## config.mk

```make
export PLATFORM = sky130hd
export DESIGN_NAME = dp_ram_arbiter_flat
export DESIGN_NICKNAME = d
export VERILOG_FILES = /design/src/rtl/dp_ram_arb_pkg.sv /design/src/rtl/dp_ram_arbiter_if.sv /design/src/rtl/dp_ram_arb_rr.sv /design/src/rtl/dp_ram_arbiter.sv /design/src/flat_wrapper.sv
export SDC_FILE = /design/constraint.sdc
export NUM_CORES = 1
export LEC_CHECK = 0
export ABC_AREA = 1
export BUFFER_PORTS_ARGS = -buffer_cell sky130_fd_sc_hd__buf_2
export CAP_MARGIN = 20
export CORE_ASPECT_RATIO = 0.9
export CORE_MARGIN = 1
export CORE_UTILIZATION = 38
export CTS_BUF_LIST = sky130_fd_sc_hd__clkbuf_2
export DETAILED_ROUTE_END_ITERATION = 6
export GPL_TIMING_DRIVEN = 1
export PLACE_DENSITY_LB_ADDON = 0.15
export SYNTH_ARGS = -nofsm -noshare
export SYNTH_HDL_FRONTEND = slang
export SYNTH_SLANG_ARGS = --single-unit
```

## constraint.sdc

```tcl
create_clock -name clk -period 1.1 [get_ports clk]
set_input_delay 0.055 -clock clk [delete_from_list [all_inputs] [get_ports clk]]
set_output_delay 0.055 -clock clk [all_outputs]
set_load 0.05 [all_outputs]
```

## src/rtl/dp_ram_arb_pkg.sv

```systemverilog
// Shared types and constants for the dual-port RAM arbiter.
package dp_ram_arb_pkg;

  typedef enum logic {
    ST_INIT,
    ST_RUN
  } state_t;

  localparam int DEF_ADDR_W = 3;
  localparam int DEF_DATA_W = 3;
  localparam int STAT_W     = 8;

endpackage

```

## src/rtl/dp_ram_arbiter_if.sv

```systemverilog
// Master-side request/response bundle for both masters of the RAM arbiter.
interface dp_ram_arbiter_if
  import dp_ram_arb_pkg::*;
#(
  parameter int ADDR_W = DEF_ADDR_W,
  parameter int DATA_W = DEF_DATA_W
);

  logic              m0_req;
  logic              m0_we;
  logic [ADDR_W-1:0] m0_addr;
  logic [DATA_W-1:0] m0_wdata;
  logic              m0_gnt;
  logic              m0_rvalid;
  logic [DATA_W-1:0] m0_rdata;

  logic              m1_req;
  logic              m1_we;
  logic [ADDR_W-1:0] m1_addr;
  logic [DATA_W-1:0] m1_wdata;
  logic              m1_gnt;
  logic              m1_rvalid;
  logic [DATA_W-1:0] m1_rdata;

  modport master (
    output m0_req, m0_we, m0_addr, m0_wdata,
    input  m0_gnt, m0_rvalid, m0_rdata,
    output m1_req, m1_we, m1_addr, m1_wdata,
    input  m1_gnt, m1_rvalid, m1_rdata
  );

  modport slave (
    input  m0_req, m0_we, m0_addr, m0_wdata,
    output m0_gnt, m0_rvalid, m0_rdata,
    input  m1_req, m1_we, m1_addr, m1_wdata,
    output m1_gnt, m1_rvalid, m1_rdata
  );

endinterface

```

## src/rtl/dp_ram_arb_rr.sv

```systemverilog
// Same-address conflict detection and round-robin grant between the two masters.
// With ARB_STATS_EN defined, also exports the qualified conflict strobe.
module dp_ram_arb_rr #(
  parameter int ADDR_W = 3
) (
  input  logic              clk,
  input  logic              rst_n,
  input  logic              i_run,
  input  logic              i_req0,
  input  logic              i_we0,
  input  logic [ADDR_W-1:0] i_addr0,
  input  logic              i_req1,
  input  logic              i_we1,
  input  logic [ADDR_W-1:0] i_addr1,
  output logic              o_gnt0,
  output logic              o_gnt1
`ifdef ARB_STATS_EN
  ,
  output logic              o_conflict
`endif
);

  logic r_rr;
  logic w_conflict;

  // Two reads of one address are harmless; any write makes it a conflict.
  assign w_conflict = i_req0 & i_req1 & (i_addr0 == i_addr1) & (i_we0 | i_we1);

  assign o_gnt0 = i_run & i_req0 & (~w_conflict | ~r_rr);
  assign o_gnt1 = i_run & i_req1 & (~w_conflict | r_rr);

  // Pointer hands priority to the loser, so nobody waits more than one cycle.
  always_ff @(posedge clk or negedge rst_n) begin
    if (!rst_n) begin
      r_rr <= 1'b0;
    end else if (i_run && w_conflict) begin
      r_rr <= ~r_rr;
    end
  end

`ifdef ARB_STATS_EN
  assign o_conflict = i_run & w_conflict;
`endif

endmodule

```

## src/rtl/dp_ram_arbiter.sv

```systemverilog
// Arbiter sharing a true dual-port RAM between two masters; clears the RAM after reset.
// Optional ARB_STATS_EN adds a saturating conflict counter and an m1 stall flag.
module dp_ram_arbiter
  import dp_ram_arb_pkg::*;
#(
  parameter int ADDR_W = DEF_ADDR_W,
  parameter int DATA_W = DEF_DATA_W
) (
  input  logic              clk,
  input  logic              rst_n,
  dp_ram_arbiter_if.slave   bus,
  output logic              ram_en_a,
  output logic              ram_we_a,
  output logic [ADDR_W-1:0] ram_addr_a,
  output logic [DATA_W-1:0] ram_din_a,
  input  logic [DATA_W-1:0] ram_dout_a,
  output logic              ram_en_b,
  output logic              ram_we_b,
  output logic [ADDR_W-1:0] ram_addr_b,
  output logic [DATA_W-1:0] ram_din_b,
  input  logic [DATA_W-1:0] ram_dout_b,
  output logic              init_done
`ifdef ARB_STATS_EN
  ,
  output logic [STAT_W-1:0] conflict_cnt,
  output logic              stall_m1
`endif
);

  localparam logic [ADDR_W-1:0] LAST_ADDR = '1;

  state_t            r_state;
  state_t            w_next_state;
  logic [ADDR_W-1:0] r_init_cnt;
  logic              w_run;
  logic              w_gnt0;
  logic              w_gnt1;
  logic              r_rvalid0;
  logic              r_rvalid1;
  logic [DATA_W-1:0] r_rdata0;
  logic [DATA_W-1:0] r_rdata1;
`ifdef ARB_STATS_EN
  logic              w_conflict;
  logic [STAT_W-1:0] r_conflict_cnt;
`endif

  assign w_run = (r_state == ST_RUN);

  dp_ram_arb_rr #(
    .ADDR_W (ADDR_W)
  ) u_rr (
    .clk        (clk),
    .rst_n      (rst_n),
    .i_run      (w_run),
    .i_req0     (bus.m0_req),
    .i_we0      (bus.m0_we),
    .i_addr0    (bus.m0_addr),
    .i_req1     (bus.m1_req),
    .i_we1      (bus.m1_we),
    .i_addr1    (bus.m1_addr),
    .o_gnt0     (w_gnt0),
    .o_gnt1     (w_gnt1)
`ifdef ARB_STATS_EN
    ,
    .o_conflict (w_conflict)
`endif
  );

  always_ff @(posedge clk or negedge rst_n) begin
    if (!rst_n) begin
      r_state    <= ST_INIT;
      r_init_cnt <= '0;
    end else begin
      r_state <= w_next_state;
      if (r_state == ST_INIT) begin
        r_init_cnt <= r_init_cnt + 1'b1;
      end
    end
  end

  // Port A sweeps zeros during INIT; in RUN each master owns one RAM port.
  always_comb begin
    w_next_state = r_state;
    ram_en_a     = 1'b0;
    ram_we_a     = 1'b0;
    ram_addr_a   = '0;
    ram_din_a    = '0;
    ram_en_b     = 1'b0;
    ram_we_b     = 1'b0;
    ram_addr_b   = '0;
    ram_din_b    = '0;
    case (r_state)
      ST_INIT: begin
        ram_en_a   = 1'b1;
        ram_we_a   = 1'b1;
        ram_addr_a = r_init_cnt;
        if (r_init_cnt == LAST_ADDR) begin
          w_next_state = ST_RUN;
        end
      end
      ST_RUN: begin
        ram_en_a   = w_gnt0;
        ram_we_a   = w_gnt0 & bus.m0_we;
        ram_addr_a = bus.m0_addr;
        ram_din_a  = bus.m0_wdata;
        ram_en_b   = w_gnt1;
        ram_we_b   = w_gnt1 & bus.m1_we;
        ram_addr_b = bus.m1_addr;
        ram_din_b  = bus.m1_wdata;
      end
      default: w_next_state = ST_INIT;
    endcase
    if (!rst_n) begin
      ram_en_a = 1'b0;
      ram_we_a = 1'b0;
      ram_addr_a = '0;
    end
  end

  // Read data arrives straight from the RAM one cycle after the grant; held afterwards.
  always_ff @(posedge clk or negedge rst_n) begin
    if (!rst_n) begin
      r_rvalid0 <= 1'b0;
      r_rvalid1 <= 1'b0;
      r_rdata0  <= '0;
      r_rdata1  <= '0;
    end else begin
      r_rvalid0 <= w_gnt0 & ~bus.m0_we;
      r_rvalid1 <= w_gnt1 & ~bus.m1_we;
      if (r_rvalid0) begin
        r_rdata0 <= ram_dout_a;
      end
      if (r_rvalid1) begin
        r_rdata1 <= ram_dout_b;
      end
    end
  end

  assign bus.m0_gnt    = w_gnt0;
  assign bus.m1_gnt    = w_gnt1;
  assign bus.m0_rvalid = r_rvalid0;
  assign bus.m1_rvalid = r_rvalid1;
  assign bus.m0_rdata  = r_rvalid0 ? ram_dout_a : r_rdata0;
  assign bus.m1_rdata  = r_rvalid1 ? ram_dout_b : r_rdata1;
  assign init_done     = w_run;

`ifdef ARB_STATS_EN
  always_ff @(posedge clk or negedge rst_n) begin
    if (!rst_n) begin
      r_conflict_cnt <= '0;
    end else if (w_conflict && (r_conflict_cnt != {STAT_W{1'b1}})) begin
      r_conflict_cnt <= r_conflict_cnt + 1'b1;
    end
  end

  assign conflict_cnt = r_conflict_cnt;
  assign stall_m1     = bus.m1_req & ~w_gnt1;
`endif

endmodule

```

## src/flat_wrapper.sv

```systemverilog
// flat-port wrapper written by rule: the top's interface ports become plain ports
module dp_ram_arbiter_flat import dp_ram_arb_pkg::*;
#(
  parameter int ADDR_W = DEF_ADDR_W,
  parameter int DATA_W = DEF_DATA_W
)
  (clk, rst_n, ram_en_a, ram_we_a, ram_addr_a, ram_din_a, ram_dout_a, ram_en_b, ram_we_b, ram_addr_b, ram_din_b, ram_dout_b, init_done, bus_m0_req, bus_m0_we, bus_m0_addr, bus_m0_wdata, bus_m0_gnt, bus_m0_rvalid, bus_m0_rdata, bus_m1_req, bus_m1_we, bus_m1_addr, bus_m1_wdata, bus_m1_gnt, bus_m1_rvalid, bus_m1_rdata);
  dp_ram_arbiter_if #(.ADDR_W(ADDR_W), .DATA_W(DATA_W)) bus_i ();
  input  logic clk;
  input  logic rst_n;
  output logic ram_en_a;
  output logic ram_we_a;
  output logic [ADDR_W-1:0] ram_addr_a;
  output logic [DATA_W-1:0] ram_din_a;
  input  logic [DATA_W-1:0] ram_dout_a;
  output logic ram_en_b;
  output logic ram_we_b;
  output logic [ADDR_W-1:0] ram_addr_b;
  output logic [DATA_W-1:0] ram_din_b;
  input  logic [DATA_W-1:0] ram_dout_b;
  output logic init_done;
  input wire logic [$bits(bus_i.m0_req)-1:0] bus_m0_req;
  input wire logic [$bits(bus_i.m0_we)-1:0] bus_m0_we;
  input wire logic [$bits(bus_i.m0_addr)-1:0] bus_m0_addr;
  input wire logic [$bits(bus_i.m0_wdata)-1:0] bus_m0_wdata;
  output wire logic [$bits(bus_i.m0_gnt)-1:0] bus_m0_gnt;
  output wire logic [$bits(bus_i.m0_rvalid)-1:0] bus_m0_rvalid;
  output wire logic [$bits(bus_i.m0_rdata)-1:0] bus_m0_rdata;
  input wire logic [$bits(bus_i.m1_req)-1:0] bus_m1_req;
  input wire logic [$bits(bus_i.m1_we)-1:0] bus_m1_we;
  input wire logic [$bits(bus_i.m1_addr)-1:0] bus_m1_addr;
  input wire logic [$bits(bus_i.m1_wdata)-1:0] bus_m1_wdata;
  output wire logic [$bits(bus_i.m1_gnt)-1:0] bus_m1_gnt;
  output wire logic [$bits(bus_i.m1_rvalid)-1:0] bus_m1_rvalid;
  output wire logic [$bits(bus_i.m1_rdata)-1:0] bus_m1_rdata;
  assign bus_i.m0_req = bus_m0_req;
  assign bus_i.m0_we = bus_m0_we;
  assign bus_i.m0_addr = bus_m0_addr;
  assign bus_i.m0_wdata = bus_m0_wdata;
  assign bus_m0_gnt = bus_i.m0_gnt;
  assign bus_m0_rvalid = bus_i.m0_rvalid;
  assign bus_m0_rdata = bus_i.m0_rdata;
  assign bus_i.m1_req = bus_m1_req;
  assign bus_i.m1_we = bus_m1_we;
  assign bus_i.m1_addr = bus_m1_addr;
  assign bus_i.m1_wdata = bus_m1_wdata;
  assign bus_m1_gnt = bus_i.m1_gnt;
  assign bus_m1_rvalid = bus_i.m1_rvalid;
  assign bus_m1_rdata = bus_i.m1_rdata;
  dp_ram_arbiter #(.ADDR_W(ADDR_W), .DATA_W(DATA_W)) u_core (.clk(clk), .rst_n(rst_n), .bus(bus_i), .ram_en_a(ram_en_a), .ram_we_a(ram_we_a), .ram_addr_a(ram_addr_a), .ram_din_a(ram_din_a), .ram_dout_a(ram_dout_a), .ram_en_b(ram_en_b), .ram_we_b(ram_we_b), .ram_addr_b(ram_addr_b), .ram_din_b(ram_din_b), .ram_dout_b(ram_dout_b), .init_done(init_done));
endmodule
```

# Yosys cells after proc, flatten, opt, wreduce, memory -nomap -nowiden
# Index checks and enable logic that the tools add are counted.
# word_totals
reg_bits	13
output_inout_bits	27
elab_cells	45
# classes
eq_ne	2
bitwise_logic	19
addsub	1
n_reduce_logical	1
muxes	15
# op_table
operator	n
3-bit two-way mux	6
1-bit AND	11
1-bit two-way mux	6
3-bit one-hot mux with 2 select lines	1
1-bit inverter	5
1-bit one-hot mux with 2 select lines	2
3-bit by 1-bit adder with 3-bit output, second input constant	1
3-bit == test	1
3-bit == test, second input constant	1
1-bit bitwise OR	3
1-bit logical AND	1

# Depth between registers and ports, before layout
# depth
ltp_word	9
ltp_mapped	7
depth_no_buf	7

# Modules after synthesis
# Synthesis repeated with hierarchy kept, for this count alone.
# hier_totals
cells_unflattened	126
hier_area_um2	809.5
# by_module_without_submodules
module	seq_area_each_um2	cells_per_inst	instances	area_each_um2
dp_ram_arbiter	300.3	87	1	630.6
dp_ram_arb_rr	25.0	39	1	178.9

# Least setup slack after synthesis
# Ideal clock, no wire load.
# synth_path
path_type	register to output
start	register u_core.r_state, in the netlist u_core.init_done
end	output ram_addr_a[1]
required_time_ns	1.045
t_arrival_ns	1.847
setup_slack_ns	-0.802
stages_incl_launch_ff	5
path_buffers	2
path_cell_list	dfrtp_1 -> clkbuf_2 -> buf_4 -> o21ai_0 -> a21oi_1
# synth_between
elab_chain_cells	3
# synth_lines
item	line	source
start, declared	dp_ram_arbiter.sv:32	state_t r_state;
start signal, assigned	dp_ram_arbiter.sv:74	r_state <= w_next_state;
1-bit inverter	--	
3-bit one-hot mux with 2 select lines (*)	dp_ram_arbiter.sv:92	case (r_state)
3-bit two-way mux (*)	dp_ram_arbiter.sv:113	if (!rst_n) begin
end, declared	flat_wrapper.sv:13	output logic [ADDR_W-1:0] ram_addr_a;
# Every way passes the cells marked *; elsewhere a longest branch is shown, timed or not.

# Final worst setup path
# layout_path
start	register u_core.r_state, in the netlist u_core.init_done
end	output bus_m1_gnt
# layout_between
elab_chain_cells	2
# layout_lines
item	line	source
1-bit AND (2 in a row)	dp_ram_arb_rr.sv:30	assign o_gnt1 = i_run & i_req1 & (~w_conflict | r_rr);
end, declared	flat_wrapper.sv:33	output wire logic [$bits(bus_i.m1_gnt)-1:0] bus_m1_gnt;
# No other way between the ends.

==> results.json <==
{
  "drc": 0,
  "r2r-start": "u_core.r_init_cnt[1]$_DFFE_PN0N_",
  "drt-initial-drc-count": 10,
  "root_buffer": "clkbuf_2",
  "cts_tree": "done",
  "skew_ps": 13.0,
  "hold_viol": 0,
  "numCtsBuffers": 3,
  "grt_pass1_wl_um": 4240,
  "rows": 15,
  "wl_per_cell_um": 15.8,
  "final-setup-viol-count": 27,
  "synth_top_cell_area_share_pct": 42.1,
  "synth-seq-cells": 13,
  "yosysTopAreaCell": "dfrtp_1",
  "dieArea_um2": 2220,
  "diodes": 0,
  "core_um2": 1910,
  "slew_viol_final": 0,
  "num_vias": 987,
  "post-place-ws_ps": -85.9,
  "switchingPower_mw": 0.691,
  "synth-seq-area-share_pct": 42.1,
  "power_density_nw_per_um2": 955,
  "cts_buffer_depth": 2,
  "place.gp.congestion": 0.740,
  "chipHeight_um": 44.8,
  "overflow": 0,
  "ir_worst_vdd_mv": 0.926,
  "clock.fmax_mhz": 708,
  "cts_sinks": 13,
  "path_class": "reg2out",
  "final_layout_size_suffix_gt1_share_pct": 72.7,
  "grt_pass1_vias": 970,
  "ys_types": 18,
  "drtAntennaViolNets": 0,
  "dp_hpwl_um": 1780,
  "routed_wl_um": 3290,
  "yosysWarnings": 0,
  "p_clk_share_pct": 16.4,
  "clk_pin_slew_worst_paths_ps": 150,
  "clkLatencyLatePin_ps": 290,
  "start_util_pct": 40.3,
  "combPwrFrac_pct": 49.7,
  "violations": "setup timing",
  "dpl-instance-area_um2": 1340,
  "p_leak_nw": 0.877,
  "arrival_ps": 1360,
  "area_growth_pct": 125,
  "slew_headroom_pct": 82.4,
  "r2r_cells": 4,
  "grt_max_degree": 10,
  "fillers": 89,
  "io_pins": 51,
  "synth_nets": 126,
  "antenna_found_initial": 0,
  "worst_slew_pin_slew_ps": 265,
  "regToRegSetupSlack_ps": -70,
  "status": "finished with violations",
  "via_per_inst": 4.75,
  "worstPathMaxFanout": 5,
  "port_buffers": 50,
  "synth_area_leaders": "dfrtp_1, nand2_1, inv_1",
  "stdcell_area_um2": 1740,
  "fin_ws_ps": -312,
  "r2r_end": "u_core.init_done$_DFF_PN0_",
  "nNetsFinal": 210,
  "synth_area_per_cell_um2": 7.72,
  "pwr-share-seq_pct": 33.9,
  "cp.required_ps": 1040,
  "period_share_pct": 128,
  "fp.dieW_um": 49.5,
  "crit_end": "bus_m1_gnt",
  "post-route-min-period_ps": 1410,
  "track_usage_pct": 26.1,
  "p_int_mw": 0.968,
  "hold_class": "in2reg",
  "htreeDepth": 1,
  "rsz0062_at_grt": "yes",
  "maxCapViolCount": 0,
  "crit_start": "u_core.init_done$_DFF_PN0_",
  "end_kind": "output pin",
  "synthesis.area_um2": 772,
  "critPathLaunchType": "flip-flop",
  "dr.pass1.iters": 4,
  "p_sw_share_pct": 41.7,
  "syn_inst": 100
}
## per-stage QoR
| step | hold slack (ps) | utilization (%) | TNS [ps] | power, mW | cells |
|---|---|---|---|---|---|
| after floorplan | -241 | - | -3400 | 1.02 | 100 |
| after global placement | -98.8 | 69.8 | -110 | 1.18 | 192 |
| after detailed placement | -99.3 | 69.8 | -340 | 1.19 | 192 |
| after CTS | 11.5 | 87.3 | -5820 | 1.60 | 206 |
| after global routing | -11.3 | 90.8 | -7620 | 1.72 | 208 |
| final | 7.10 | 90.8 | -6360 | 1.66 | 208 |
## layout by cell type, fill, tap and decap left out, drive strengths merged, types with 5 or more instances in the layout
cell / synthesis / routed
mux2: 6 / 6
clkinvlp: 0 / 12
dfrtp: 13 / 13
buf: 2 / 78
nand3: 5 / 5
nor2: 5 / 5
a21oi: 5 / 5
inv: 25 / 13
nand2: 30 / 30
## power by group through the flow
stage | clock (mW) | sequential (mW) | combinational, mW
floorplan | 0 | 0.571 | 0.446
global placement | 0 | 0.564 | 0.613
detailed placement | 0 | 0.565 | 0.627
CTS | 0.261 | 0.558 | 0.779
global route | 0.296 | 0.567 | 0.860
finish | 0.272 | 0.562 | 0.825
## final cells by class
class	instances	area [um2]	share of cell area (%)
multi-input cells	59	522	30.0
well taps	25	31.3	1.80
flip-flops and latches	13	329	18.9
repair buffers	82	694	40.0
clock buffers	4	20.0	1.15
inverters	25	141	8.14
## flip-flops by register name (all words and copies together), names as in the netlist
register and count:
u_core.init_done 1, u_core.r_init_cnt 3, u_core.u_rr.r_rr 1, u_core.r_rdata1 3
u_core.r_rdata0 3, u_core.bus.m0_rvalid 1, u_core.bus.m1_rvalid 1
## cell usage after synthesis (all sizes together)
cell,number
a21oi,5
or2,1
nand2,30
buf,2
nor2,5
ha,2
dfrtp,13
o21ai,4
mux2,6
xnor2,1
nand3,5
clkbuf,1
inv,25
## worst min path at each step
stage                                endpoint  slack (ps)          start  depth (start not counted)
6_report         u_core.r_rdata1[2]$_DFF_PN0_           7  ram_dout_b[2]                          2
5_1_grt          u_core.r_rdata1[2]$_DFF_PN0_         -10  ram_dout_b[2]                          2
4_1_cts          u_core.r_rdata0[2]$_DFF_PN0_          10  ram_dout_a[2]                          2
3_5_place_dp     u_core.r_rdata0[2]$_DFF_PN0_        -100          rst_n                          1
3_3_place_gp     u_core.r_rdata0[2]$_DFF_PN0_        -100          rst_n                          1
2_1_floorplan  u_core.bus.m0_rvalid$_DFF_PN0_        -240          rst_n                          0
## worst max-delay path: stages (launching register included)
cell and delay, ps:
dfrtp_2 430, buf_6 140, buf_6 120, nand3_4 120
clkinvlp_4 110, buf_8 150
## layer usage
metal / up-vias / share of wire [%] / track usage [%]
li1: 464 / - / -
met1: 479 / 34 / 26.9
met2: 38 / 60 / 55.3
met3: 6 / 4.1 / 6.73
met4: 0 / 1.8 / 1.71
met5: - / 0 / 0
## logic make-up after synthesis
family	share of synthesized area (%)
mux	8.75
fa+ha+maj	3.24
flops	42.1
buf+inv	14.4
compound gates	6.32
simple gates	24.0
xor+xnor	1.13
## what timing repair did
item	4_1_cts	5_1_grt
hold buffers	4	0
endpoints found under the hold margin	14	0
pin swaps	3	5
setup buffers	6	2
setup endpoints to repair	27	28
gates resized for setup	74	14
(Power assumes the default switching activity.)
